===== config.mk =====
export PLATFORM = sky130hd
export DESIGN_NAME = module_timer
export DESIGN_NICKNAME = d
export VERILOG_FILES = /design/src/rtl/cpu_reg_package.sv /design/src/rtl/module_timer.sv
export SDC_FILE = /design/constraint.sdc
export NUM_CORES = 1
export LEC_CHECK = 0
export CAP_MARGIN = 5
export CORE_MARGIN = 5
export CORE_UTILIZATION = 40
export CTS_BUF_LIST = sky130_fd_sc_hd__clkbuf_4
export CTS_CLUSTER_SIZE = 14
export DETAILED_ROUTE_END_ITERATION = 8
export PLACE_DENSITY = 0.63
export RECOVER_POWER = 25
export SYNTH_ARGS = -nofsm -noshare
export SYNTH_HDL_FRONTEND = slang
export SYNTH_SLANG_ARGS = --single-unit

===== constraint.sdc =====
create_clock -name clk_i -period 4 [get_ports clk_i]
set_input_delay 0.4 -clock clk_i [delete_from_list [all_inputs] [get_ports clk_i]]
set_output_delay 0.4 -clock clk_i [all_outputs]
set_load 0.03 [all_outputs]

===== src/rtl/cpu_reg_package.sv =====
// Shared CPU register-bus widths plus the timer register map and CTRL bit layout.
package cpu_reg_package;

  localparam int address_width = 16;
  localparam int data_width    = 16;

  localparam logic [address_width-1:0] TIMER_REG_CTRL     = 16'd0;
  localparam logic [address_width-1:0] TIMER_REG_LOAD     = 16'd1;
  localparam logic [address_width-1:0] TIMER_REG_PRESCALE = 16'd2;
  localparam logic [address_width-1:0] TIMER_REG_COUNT    = 16'd3;
  localparam logic [address_width-1:0] TIMER_REG_STATUS   = 16'd4;
  localparam logic [address_width-1:0] TIMER_NUM_REGS     = 16'd5;

  localparam int TIMER_CTRL_ENABLE_BIT      = 0;
  localparam int TIMER_CTRL_AUTO_RELOAD_BIT = 1;
  localparam int TIMER_CTRL_IRQ_EN_BIT      = 2;
  localparam int TIMER_STATUS_EXPIRED_BIT   = 0;

  // Field order mirrors the CTRL bit indices above (enable is the LSB).
  typedef struct packed {
    logic irq_en;
    logic auto_reload;
    logic enable;
  } timer_ctrl_t;

endpackage


===== src/rtl/module_timer.sv =====
// Prescaled down-counter timer with a five-register bus map and registered IRQ.
// Read data appears one cycle after the read; writes commit at the access edge.
module module_timer
  import cpu_reg_package::*;
#(
  parameter logic [address_width-1:0] BASE_ADDRESS   = 16'h0100,
  parameter logic [data_width-1:0]    PRESCALE_RESET = '0
) (
  input  logic                     clk_i,
  input  logic                     reset_n_i,
  input  logic                     bus_reset_i,
  input  logic                     we_i,
  input  logic [address_width-1:0] address_i,
  input  logic [data_width-1:0]    data_i,
  output logic [data_width-1:0]    data_o,
  output logic                     irq_o
);

  if (BASE_ADDRESS == '0) begin : g_bad_base
    $error("BASE_ADDRESS must be nonzero so the idle bus never hits a register");
  end

  timer_ctrl_t           ctrl_q, ctrl_d;
  logic [data_width-1:0] load_q, load_d;
  logic [data_width-1:0] prescale_q, prescale_d;
  logic [data_width-1:0] count_q, count_d;
  logic [data_width-1:0] pre_cnt_q, pre_cnt_d;
  logic                  expired_q, expired_d;
  logic [data_width-1:0] data_q, data_d;
  logic                  irq_q, irq_d;

  logic [address_width-1:0] offset;
  logic in_range, wr, rd, tick;
  logic ctrl_wr, load_wr, prescale_wr, status_wr;

  // Offset compare avoids overflow when BASE_ADDRESS sits near the top of the map.
  assign offset      = address_i - BASE_ADDRESS;
  assign in_range    = (address_i >= BASE_ADDRESS) && (offset < TIMER_NUM_REGS);
  assign wr          = we_i & in_range;
  assign rd          = ~we_i & in_range;
  assign ctrl_wr     = wr && (offset == TIMER_REG_CTRL);
  assign load_wr     = wr && (offset == TIMER_REG_LOAD);
  assign prescale_wr = wr && (offset == TIMER_REG_PRESCALE);
  assign status_wr   = wr && (offset == TIMER_REG_STATUS);

  always_comb begin
    ctrl_d     = ctrl_q;
    load_d     = load_q;
    prescale_d = prescale_q;
    count_d    = count_q;
    pre_cnt_d  = pre_cnt_q;
    expired_d  = expired_q;
    data_d     = '0;
    irq_d      = expired_q & ctrl_q.irq_en;
    tick       = 1'b0;

    if (rd) begin
      case (offset)
        TIMER_REG_CTRL:     data_d = data_width'(ctrl_q);
        TIMER_REG_LOAD:     data_d = load_q;
        TIMER_REG_PRESCALE: data_d = prescale_q;
        TIMER_REG_COUNT:    data_d = count_q;
        TIMER_REG_STATUS:   data_d = data_width'(expired_q);
        default:            data_d = '0;
      endcase
    end

    if (ctrl_q.enable) begin
      if (pre_cnt_q == prescale_q) begin
        tick      = 1'b1;
        pre_cnt_d = '0;
      end else begin
        pre_cnt_d = pre_cnt_q + data_width'(1);
      end
    end

    if (status_wr && data_i[TIMER_STATUS_EXPIRED_BIT]) begin
      expired_d = 1'b0;
    end

    // Expiry is applied after the W1C so a coincident clear loses.
    if (tick && !load_wr) begin
      if (count_q != '0) begin
        count_d = count_q - data_width'(1);
      end else begin
        expired_d = 1'b1;
        if (ctrl_q.auto_reload) begin
          count_d = load_q;
        end else begin
          ctrl_d.enable = 1'b0;
        end
      end
    end

    if (ctrl_wr) begin
      ctrl_d = timer_ctrl_t'(data_i[TIMER_CTRL_IRQ_EN_BIT:TIMER_CTRL_ENABLE_BIT]);
    end

    if (load_wr) begin
      load_d    = data_i;
      count_d   = data_i;
      pre_cnt_d = '0;
    end

    if (prescale_wr) begin
      prescale_d = data_i;
      pre_cnt_d  = '0;
    end

    if (bus_reset_i) begin
      ctrl_d     = '0;
      load_d     = '0;
      prescale_d = PRESCALE_RESET;
      count_d    = '0;
      pre_cnt_d  = '0;
      expired_d  = 1'b0;
      data_d     = '0;
      irq_d      = 1'b0;
    end
  end

  always_ff @(posedge clk_i or negedge reset_n_i) begin
    if (!reset_n_i) begin
      ctrl_q     <= '0;
      load_q     <= '0;
      prescale_q <= PRESCALE_RESET;
      count_q    <= '0;
      pre_cnt_q  <= '0;
      expired_q  <= 1'b0;
      data_q     <= '0;
      irq_q      <= 1'b0;
    end else begin
      ctrl_q     <= ctrl_d;
      load_q     <= load_d;
      prescale_q <= prescale_d;
      count_q    <= count_d;
      pre_cnt_q  <= pre_cnt_d;
      expired_q  <= expired_d;
      data_q     <= data_d;
      irq_q      <= irq_d;
    end
  end

  assign data_o = data_q;
  assign irq_o  = irq_q;

endmodule


**Yosys cells after proc, flatten, opt, wreduce, memory -nomap -nowiden**

Index checks and enable logic that the tools add are counted.

- Output and inout bits: 17
- Input port bits: 36
- Logic and storage cells: 74
- Register bits after elaboration: 85

- Reduce and logical (&&, ||, !) cells: 19
- $lt $le $gt $ge: 2
- $add $sub $neg: 3
- Equality and inequality tests: 7
- Bitwise operators: 4
- Mux-type cells: 29

Operators with widths:

| kind | number |
|---|---|
| two-way mux 16 bit | 16 |
| one-hot mux 16 bit (5 select lines) | 1 |
| equality test 16 x 2 -> 1 bit (second input constant) | 2 |
| adder 16 x 1 -> 16 bit (second input constant) | 1 |
| equality test 16 x 1 -> 1 bit (second input constant) | 1 |
| equality test 16 bit | 1 |
| equality test 16 x 3 -> 1 bit (second input constant) | 1 |
| >= comparator 16 x 9 -> 1 bit (second input constant) | 1 |
| logical NOT 16 bit | 1 |
| < comparator 16 x 3 -> 1 bit (second input constant) | 1 |
| nonzero test 16 bit | 1 |
| subtractor 16 x 1 -> 16 bit (second input constant) | 1 |
| subtractor 16 x 9 -> 16 bit (second input constant) | 1 |
| two-way mux 1 bit | 10 |
| nonzero test 4 bit | 2 |
| logical AND 1 bit | 7 |
| two-way mux 3 bit | 2 |
| nonzero test 2 bit | 3 |
| nonzero test 3 bit | 2 |
| AND 1 bit | 3 |
| inequality test 3 x 2 -> 1 bit (second input constant) | 1 |
| inequality test 3 bit (second input constant) | 1 |
| AND reduction 3 bit | 1 |
| AND reduction 2 bit | 1 |
| other kinds (2) | 2 |

**Logic depth before layout (Yosys ltp)**

Gate-level depths: netlist of run 1.

- Depth after elaboration: 10
- Depth in mapped cells: 9
- Depth with buffers taken out: 8

**Worst setup path after synthesis of run 1**

Ideal clock, no wire load.

- Path kind: reg-to-reg
- Start point: reg count_q[10]
- End point: reg ctrl_q[0] (netlist name)
- Setup time: 0.123 ns
- Path slack: 1.826 ns
- Stages on the path, launching flop included: 8
- Path buffers: 1
- Data arrival time: 2.051 ns
- Cells stage by stage: dfrtp_1 -> buf_6 -> nor4_1 -> nand4_1 -> or3_4 -> or4b_1 -> nand3b_1 -> o21ai_1

- Cells in the longest elaborated chain, start to end: 3

Ends and longest elaborated chain:

| item | line | RTL |
|---|---|---|
| start: declaration | module_timer.sv:26 | `logic [data_width-1:0] count_q, count_d;` |
| start signal: assignment | module_timer.sv:136 | `count_q <= count_d;` |
| nonzero test 16 bit | module_timer.sv:83 | `if (count_q != '0) begin` |
| inequality test 3 bit (no line) | -- |  |
| AND reduction 3 bit (no line) | -- |  |
| end signal: assignment | module_timer.sv:133 | `ctrl_q <= ctrl_d;` |
| end: declaration | module_timer.sv:23 | `timer_ctrl_t ctrl_q, ctrl_d;` |

No other way between the ends.
A chain may end at the register's enable or synchronous reset.

**Final worst setup path of run 1**

- Start point: reg count_q[10]
- End point: reg count_q[1]

- Cells in the longest elaborated chain, start to end: 5
- Elaborated cells between the ends (all ways): 7
- Classes of those cells: 4 x mux; 3 x reduce/logical

Ends and longest elaborated chain:

| item | line | RTL |
|---|---|---|
| nonzero test 16 bit (*) | module_timer.sv:83 |  |
| two-way mux 16 bit | module_timer.sv:83 |  |
| two-way mux 16 bit | module_timer.sv:82 | `if (tick && !load_wr) begin` |
| two-way mux 16 bit | module_timer.sv:99 | `if (load_wr) begin` |
| two-way mux 16 bit | module_timer.sv:110 | `if (bus_reset_i) begin` |

Every way passes the cells marked *; elsewhere a longest branch is shown, timed or not. The select of a mux whose other input is x is not followed.

==> run_results.csv, run 1 <==
group,metric,value,unit
power,leakagePower,0.00217,uW
routing,drt_iter0_drc,237,
outcome,status,"finished with violations",
clocking,clock_latency,0.44,ns
place,hpwl,9.05,mm
timing,grt_setup_unrepaired,"false",
clocking,cts_buffer_depth,2,
routing,ant_nets,0,
synthesis,synthCells,534,
synthesis,synth_area_per_cell,8.99,um2
clocking,postCtsSetupBuffers,0,
timing,fmax,0.353,GHz
layout,n_fill_cell,1189,
clocking,cts_resized,0,
worst_setup_path,start_kind,"register",
floorplanning,die_w,120,um
synthesis,yosys_warnings,0,
floorplanning,ios,53,
layout,multi_input_area,2460,um2
timing,hold_violations,1,
layout,syn_to_final_growth,14.5,%
worst_setup_path,cp_top_family,"simple AND/OR/NAND/NOR gates",
synthesis,async_flop_share,100,%
worst_setup_path,cpPeakStageDelay,0.70,ns
global_routing,grt-ovfl-total,0,
clocking,tritoncts,"built",
synthesis,synth_seq_cells,85,
place,gp_congestion,0.878,
min_path,min_path_type,"in -> async",
global_routing,grt_pass1_wl,21.8,mm
layout,finalNetCount,605,
routing,route.detailed.drc,0,
place,io_buffers,52,
timing,skew,0.00979,ns
routing,via_per_inst,5.73,
floorplanning,die_area,14300,um2
clocking,cts-htree-levels,3,
outcome,violations,"negative hold slack",
routing,first_pass_iters,5,
worst_setup_path,critPathArrivalTime,3.12,ns
worst_setup_path,critPathMaxFanout,15,
routing,drt-wirelength-per-cell,18.5,um
global_routing,grt_max_degree,61,
routing,vias,4115,
floorplanning,start_util,40.3,%
worst_setup_path,worstPathRequired,4.29,ns
global_routing,antenna_found_initial,1,
synthesis,yosysSeqAreaShare,44.3,%
timing,max-slew-margin-rel,41.2,%
synthesis,ys_types,50,
floorplanning,die_h,120,um
power,finalPower,1440,uW
clocking,cts.clk_slew.worst_paths,0.13,ns
routing,drt_wl_total,13.3,mm
layout,drive_above_1_share,10.7,%
clocking,hold_buffers,0,
timing,fin_setup_tns,0,ns
synthesis,syn_area,4800,um2
clocking,cts_sinks,85,
floorplanning,std_cell_rows,40,
floorplanning,fp.coreArea,11900,um2
worst_setup_path,critPathKind,"reg -> reg",
power,vdd_drop_max,0.0937,mV
clocking,numCtsBuffers,9,
timing,period_share,70.7,%
worst_setup_path,cpMaxStageDelayCell,"o211ai_2",
layout,ff_latch_area,2130,um2
worst_setup_path,path_cells,"nor4_1, nand4_1, or3_4, o211ai_2, o21ai_0",
clocking,cts_root_buffer,"clkbuf_4",
timing,tightest_slew,0.879,ns
worst_setup_path,critPathBufInv,0,
worst_setup_path,crit_path_end_kind,"register",
run,cap_violations,0,
timing,slew_viol_final,0,
synthesis,synth_nets,573,
timing,whs,-0.00450,ns
global_routing,grt_pass1_vias,4113,
power,power_per_cell_area,263,nW/um2
synthesis,ys.flop_type,"dfrtp_1",
timing,finalSetupViolations,0,
synthesis,synth_edf_count,0,
global_routing,grt.total_usage,19.2,%
timing,period_needed,2.83,ns
## logic make-up (layout without fill, tap and decap cells)
kind of cell,count (synthesis),after routing,share of synthesized area (%)
compound gates,129,129,16.4
buf+inv,45,81,4.72
other cells,0,1,0
mux,19,19,5.16
fa+ha+maj,3,3,0.782
xor+xnor,31,31,5.65
simple gates,222,222,23.0
flops,85,85,44.3
## synthesized netlist by cell type, types with 9 or more instances
cell type | instances | area (um2)
nor2_1 | 39 | 146
nor3_1 | 12 | 60.1
o21ai_0 | 27 | 135
nand3_1 | 9 | 45.0
mux2_2 | 13 | 146
a22oi_1 | 30 | 225
a21oi_1 | 50 | 250
nand4_1 | 11 | 68.8
clkbuf_1 | 25 | 93.8
nand2_1 | 93 | 349
nor4_1 | 11 | 68.8
dfrtp_1 | 85 | 2130
xnor2_1 | 26 | 228
## state kept, by name, indices dropped and copies added (netlist names)
register    flops
irq_o           1
expired_q       1
count_q        16
data_o         16
pre_cnt_q      16
load_q         16
ctrl_q          3
prescale_q     16
## power breakdown
part / total (uW) / switching (uW) / internal, uW
clock: 485 / 304 / 181
sequential: 859 / 0.00594 / 859
combinational: 99.8 / 58.9 / 40.9
total: 1440 / 362 / 1080
## cell usage in the layout, fill, tap and decap left out, drive strengths merged, types with 7 or more instances in the layout
master	count
a21oi	50
a22oi	30
buf	10
clkbuf	9
clkdlybuf4s50	51
dfrtp	85
mux2	13
nand2	93
nand3	9
nand4	11
nor2	39
nor3	13
nor4	12
o21ai	39
or3	7
xnor2	26
## worst paths after layout
path / start / end / slack [ns] / cells after the start
worst max-delay path: count_q[10]$_DFFE_PN0P_ / count_q[1]$_DFFE_PN0P_ / 1.17 / 5
worst min-delay path: reset_n_i / irq_o$_DFF_PN0_ / -0.005 / 1
worst max register to register: count_q[10]$_DFFE_PN0P_ / count_q[1]$_DFFE_PN0P_ / 1.17 / 5
worst min register to register: ctrl_q[2]$_DFFE_PN0P_ / irq_o$_DFF_PN0_ / 0.53 / 2
max in group asynchronous: reset_n_i / prescale_q[0]$_DFFE_PN0P_ / 3.17 / 2
min in group clk_i: ctrl_q[2]$_DFFE_PN0P_ / irq_o$_DFF_PN0_ / 0.53 / 2
## metrics by stage
stage | hold slack (ns) | util, % | setup slack, ns | cells | instance area, um2
floorplan | 0.104 | - | 1.83 | 534 | 4800
global placement | 0.519 | 45.1 | 0.900 | 702 | 5380
detailed placement | 0.519 | 45.1 | 0.768 | 702 | 5380
CTS | 0.0254 | 46.2 | 1.18 | 717 | 5500
global route | 0.0627 | 46.2 | 0.962 | 718 | 5500
finish | -0.00450 | 46.2 | 1.17 | 718 | 5500
## layout make-up
cell class | count | area share, %
Antenna cell | 1 | 0.0455
Clock buffer | 9 | 1.23
Clock inverter | 6 | 1.00
Inverter | 5 | 0.341
Multi-Input combinational cell | 404 | 44.7
Sequential cell | 85 | 38.7
Tap cell | 147 | 3.34
Timing Repair Buffer | 61 | 10.6
## metal layers
metal,track usage (%),vias to the layer above,share of wire (%)
met1,25.6,2021,44
met3,4.01,27,5.8
li1,-,1946,-
met2,30.0,121,47
met4,9.16,0,3.3
met5,0,-,0
(Power assumes the default switching activity.)
==> inputs of run 2 (changes only) <==
Settings changed: PLACE_DENSITY 0.63 to 0.65.
Clock period 4 ns to 2.6 ns, I/O delays scaled along.
==> run 2 against run 1 <==
- the run ends with max-capacitance violations, max-slew violations left
- highest routed layer unchanged
- clock power up 86%
- via count up 2.7%
- clock-buffer cell count unchanged
==> run_results.csv, run 2 (synthesized netlist as in run 1, its figures left out) <==
group,metric,value,unit
routing,ant_nets,0,
routing,drt-wirelength-per-cell,17.9,um
timing,max-slew-margin-rel,-27.9,%
clocking,cts.clk_slew.worst_paths,0.16,ns
clocking,cts-htree-levels,3,
global_routing,antenna_found_initial,1,
worst_setup_path,cpMaxStageDelayCell,"nor4_2",
worst_setup_path,critPathKind,"reg -> reg",
clocking,cts_buffer_depth,2,
timing,tightest_slew,1.92,ns
run,cap_violations,1,
power,leakagePower,0.00227,uW
worst_setup_path,critPathBufInv,0,
outcome,status,"finished with violations",
timing,setup_slack,0.179,ns
power,internal_power,1780,uW
min_path,hold_end,"load_q[9]$_DFFE_PN0P_",
floorplanning,die_area,14300,um2
routing,via_per_inst,5.73,
floorplanning,std_cell_rows,40,
worst_setup_path,cp_top_family,"simple AND/OR/NAND/NOR gates",
global_routing,grt-ovfl-total,0,
power,power_per_cell_area,418,nW/um2
power,p_comb_share,6.6,%
worst_setup_path,critPathArrivalTime,2.79,ns
global_routing,busiest_layer,"met2",
layout,final_common_cell,"nand2_1",
layout,syn_to_final_growth,18.4,%
worst_setup_path,path_cells,"xnor2_1, nand4_1, nor4_2, a31oi_4, a22oi_1, o21ai_2",
worst_setup_path,crit_path_end_kind,"register",
power,power.switching,599,uW
global_routing,grt.total_usage,18.9,%
place,io_buffers,52,
floorplanning,ios,53,
global_routing,use_met3,4.34,%
floorplanning,start_util,40.3,%
outcome,violations,"max-capacitance violations, max-slew violations",
layout,final_cells,738,
place,gp_congestion,0.877,
worst_setup_path,start_kind,"register",
timing,fin_setup_tns,0,ns
worst_setup_path,critPathMaxFanout,16,
worst_setup_path,worstPathRequired,2.97,ns
timing,fmax,0.413,GHz
routing,drt_wl_total,13.2,mm
timing,grt_setup_unrepaired,"false",
worst_setup_path,rr_startpoint,"pre_cnt_q[0]$_DFFE_PN0P_",
floorplanning,fp.coreArea,11900,um2
worst_setup_path,reg2reg_to,"count_q[8]$_DFFE_PN0P_",
min_path,worstHoldStart,"data_i[9]",
global_routing,grt_pass1_wl,21.5,mm
timing,slew_viol_final,86,
routing,drt_iter0_drc,249,
routing,first_pass_iters,8,
power,p_seq_share,55.6,%
floorplanning,die_h,120,um
clocking,cts_sinks,85,
layout,finalNetCount,624,
clocking,cts_root_buffer,"clkbuf_4",
min_path,hold_path_depth,3,
layout,postLayoutCellArea,5690,um2
layout,drive_above_1_share,13.9,%
clocking,clock_latency,0.48,ns
place,hpwl,9.15,mm
clocking,tritoncts,"built",
global_routing,grt_max_degree,86,
timing,skew,0.0239,ns
timing,finalSetupViolations,0,
floorplanning,die_w,120,um
worst_setup_path,reg2reg_depth,6,
place,dp_slack,0.146,ns
layout,final_util,47.7,%
place,placed_cells,720,
timing,hold_violations,0,
routing,vias,4227,
timing,period_needed,2.42,ns
global_routing,grt_pass1_vias,4034,
worst_setup_path,r2r_setup_slack,0.18,ns
timing,period_share,93.1,%
place,place_area,5520,um2
routing,route.detailed.drc,0,
layout,layout_common_cells,"93 x nand2_1, 85 x dfrtp_1, 51 x clkdlybuf4s50_1, 50 x a21oi_1, 39 x nor2_1",
power,power_switching_share,25.2,%
min_path,min_path_type,"in -> reg",
global_routing,use_met1,26.2,%
power,pwr-share-clk,37.8,%
worst_setup_path,cpPeakStageDelay,0.69,ns
layout,n_fill_cell,1143,
power,vdd_drop_max,0.214,mV
global_routing,globalRouteMet2Util,28.6,%
clocking,numCtsBuffers,9,
==> run 2: routing by layer <==
metal	vias up	part of all wire [%]
met1	2062	45
met5	-	0
met3	35	5.9
met4	0	3.2
li1	1986	-
met2	144	46
==> run 2: metrics by stage <==
stage               total power, uW  hold WS [ns]
floorplan                      1390       -0.0356
global route                   2460         0.395
global placement               1510         0.337
detailed placement             1510         0.338
finish                         2380         0.397
CTS                            2400         0.354
==> run 2: how the worst max path moves through the flow <==
stage | cells past startpoint | slack, ns | startpoint | endpoint
after floorplan | 7 | 0.43 | count_q[10]$_DFFE_PN0P_ | ctrl_q[0]$_DFFE_PN0P_
after global placement | 7 | 0.16 | address_i[5] | prescale_q[2]$_DFFE_PN0P_
after detailed placement | 7 | 0.15 | address_i[5] | prescale_q[4]$_DFFE_PN0P_
after CTS | 7 | 0.21 | pre_cnt_q[0]$_DFFE_PN0P_ | count_q[4]$_DFFE_PN0P_
after global routing | 3 | 0.06 | reset_n_i | pre_cnt_q[4]$_DFFE_PN0P_
final | 6 | 0.18 | pre_cnt_q[0]$_DFFE_PN0P_ | count_q[8]$_DFFE_PN0P_
==> run 2: layout make-up <==
class | instances | area, um2 | share of cell area [%]
Multi-Input combinational cell | 404 | 2460 | 43.3
Sequential cell | 85 | 2130 | 37.4
Timing Repair Buffer | 80 | 728 | 12.8
Tap cell | 147 | 184 | 3.24
Clock inverter | 7 | 97.6 | 1.72
Clock buffer | 9 | 67.6 | 1.19
Inverter | 5 | 18.8 | 0.330
Antenna cell | 1 | 2.50 | 0.0440
==> run 2: power by group through the flow <==
stage | Clock [uW] | Sequential (uW) | Combinational, uW
CTS | 914 | 1320 | 163
floorplan | 0 | 1350 | 46.1
global route | 970 | 1320 | 172
finish | 900 | 1320 | 157
detailed placement | 0 | 1350 | 161
global placement | 0 | 1350 | 160
==> run 2: tightest hold or removal path: stages <==
cell and delay [ns]:
clkdlybuf4s50_1 0.45, nand2_1 0.08, a21oi_1 0.06
==> run 2: timing repair <==
item | in CTS | in global routing
buffers inserted | 0 | 0
endpoints found under the hold margin | 85 | 0
endpoints found under the setup margin | 0 | 0
hold buffers | 1 | 0
gates resized for setup | 0 | 0
==> inputs of run 3 (changes only) <==
Settings changed: PLACE_DENSITY 0.65 to unset, SKIP_LAST_GASP set to 1.
==> run 3 against run 2 <==
- cell area decreased by 1.7%
- hold slack improved by 0.033 ns
- the flow now finishes without violations
- sequential share of layout area increased by 0.64 points
- clock power fell by 29%
==> run_results.csv, run 3 (synthesized netlist as in run 1, its figures left out) <==
group,metric,value,unit
outcome,status,"complete, no violations",
global_routing,grt_pass1_wl,22.3,mm
global_routing,grt_pass1_vias,4108,
timing,skew,0.0165,ns
global_routing,antenna_found_initial,0,
floorplanning,std_cell_rows,40,
worst_setup_path,critPathKind,"reg -> reg",
timing,fin_setup_tns,0,ns
worst_setup_path,start_kind,"register",
clocking,postCtsSetupBuffers,0,
layout,finalNetCount,618,
power,power_per_cell_area,380,nW/um2
layout,multi_input_area,2460,um2
place,gp_congestion,0.903,
layout,final_common_cell,"nand2_1",
power,leakagePower,0.00223,uW
min_path,min_path_type,"in -> reg",
layout,n_fill_cell,1169,
routing,drt_wl_total,13.6,mm
clocking,cts.clk_slew.worst_paths,0.13,ns
timing,grt_setup_unrepaired,"false",
floorplanning,die_h,120,um
global_routing,grt-ovfl-total,0,
worst_setup_path,critPathMaxFanout,16,
run,cap_violations,0,
layout,drive_above_1_share,12.4,%
timing,slew_viol_final,0,
timing,fmax,0.409,GHz
power,vdd_drop_max,0.267,mV
clocking,numCtsBuffers,9,
timing,period_share,93.9,%
routing,route.detailed.drc,0,
routing,drt_iter0_drc,310,
clocking,clock_latency,0.45,ns
routing,vias,4194,
floorplanning,fp.coreArea,11900,um2
worst_setup_path,worstPathRequired,2.98,ns
timing,whs,0.430,ns
layout,diodes,0,
floorplanning,ios,53,
place,hpwl,9.58,mm
timing,hold_violations,0,
clocking,cts_resized,0,
timing,max-slew-margin-rel,9.99,%
place,io_buffers,52,
worst_setup_path,crit_path_end_kind,"register",
timing,period_needed,2.44,ns
global_routing,grt_max_degree,51,
floorplanning,start_util,40.3,%
clocking,cts_sinks,85,
worst_setup_path,critPathArrivalTime,2.82,ns
layout,final_util,46.9,%
place,placed_cells,714,
clocking,tritoncts,"built",
layout,layout_common_cells,"93 x nand2_1, 85 x dfrtp_1, 51 x clkdlybuf4s50_1, 50 x a21oi_1, 39 x nor2_1",
timing,tightest_slew,1.35,ns
routing,via_per_inst,5.75,
clocking,cts_root_buffer,"clkbuf_4",
layout,syn_to_final_growth,16.4,%
timing,finalSetupViolations,0,
floorplanning,die_area,14300,um2
routing,drt-wirelength-per-cell,18.7,um
worst_setup_path,cpPeakStageDelay,0.62,ns
worst_setup_path,path_cells,"or4_4, nor4_4, nand4b_2, a31oi_4, a22oi_1, o21ai_2",
layout,final_cells,729,
clocking,cts-htree-levels,3,
routing,first_pass_iters,5,
floorplanning,die_w,120,um
clocking,cts_buffer_depth,2,
routing,ant_nets,0,
layout,ff_latch_area,2130,um2
worst_setup_path,cpMaxStageDelayCell,"or4_4",
global_routing,grt.total_usage,19.8,%
## run 3: cell types whose count changed in the layout (fill, tap and decap cells not counted), sizes merged
cell,delta
buf,-6
bufinv,-2
clkinv,+2
clkinvlp,-2
clkbuf,+1
diode,-1
inv,-1
## run 3: power by group
| part | total (uW) | leakage (uW) | internal, uW | switching (uW) |
|---|---|---|---|---|
| registers | 1320 | 0.00119 | 1320 | 0.00855 |
| logic | 161 | 0.000989 | 66.7 | 94.4 |
| clock network | 641 | 0.0000570 | 188 | 452 |
## run 3: final cells by class
| class | count | share of cell area, % |
|---|---|---|
| Multi-Input combinational cell | 404 | 44.0 |
| Clock buffer | 10 | 1.34 |
| Inverter | 5 | 0.336 |
| Sequential cell | 85 | 38.0 |
| Clock inverter | 4 | 0.313 |
| Timing Repair Buffer | 74 | 12.7 |
| Tap cell | 147 | 3.29 |
## run 3: per-layer routing
metal / part of all wire (%) / track usage [%] / vias up / wire (um)
met1: 45 / 27.6 / 2079 / 6180
met5: 0 / 0 / - / 0
met3: 5.0 / 3.20 / 20 / 681
met2: 48 / 32.0 / 131 / 6530
met4: 1.6 / 5.80 / 0 / 214
li1: - / - / 1964 / -
## run 3: final timing paths
check / start / slack [ns] / depth (start not counted) / end
setup / recovery: count_q[3]$_DFFE_PN0P_ / 0.16 / 6 / count_q[11]$_DFFE_PN0P_
hold / removal: data_i[5] / 0.43 / 3 / prescale_q[5]$_DFFE_PN0P_
setup reg to reg: count_q[3]$_DFFE_PN0P_ / 0.16 / 6 / count_q[11]$_DFFE_PN0P_
hold reg to reg: ctrl_q[2]$_DFFE_PN0P_ / 0.52 / 2 / irq_o$_DFF_PN0_
max in group asynchronous: reset_n_i / 1.11 / 3 / load_q[12]$_DFFE_PN0P_
min in group asynchronous: reset_n_i / 0.64 / 2 / load_q[2]$_DFFE_PN0P_
## run 3: repair_timing
action | in CTS | in global routing
hold buffers | 1 | 0
hold endpoints to repair | 49 | 0
setup endpoints to repair | 0 | 0
## run 3: stage by stage
stage	setup slack [ns]	cell area, um2	total power (uW)
after floorplan	0.426	4800	1390
after global placement	0.229	5490	1510
after detailed placement	0.178	5490	1510
after CTS	0.142	5590	2140
after global routing	0.0495	5590	2210
final	0.157	5590	2120
## run 3: worst max-delay path, delay by kind of cell (launching register included)
kind	cells	cell delay [ns]
flip-flops	1	0.48
AND/OR/NAND/NOR	3	1.04
AO/OA/AOI/OAI	3	0.86
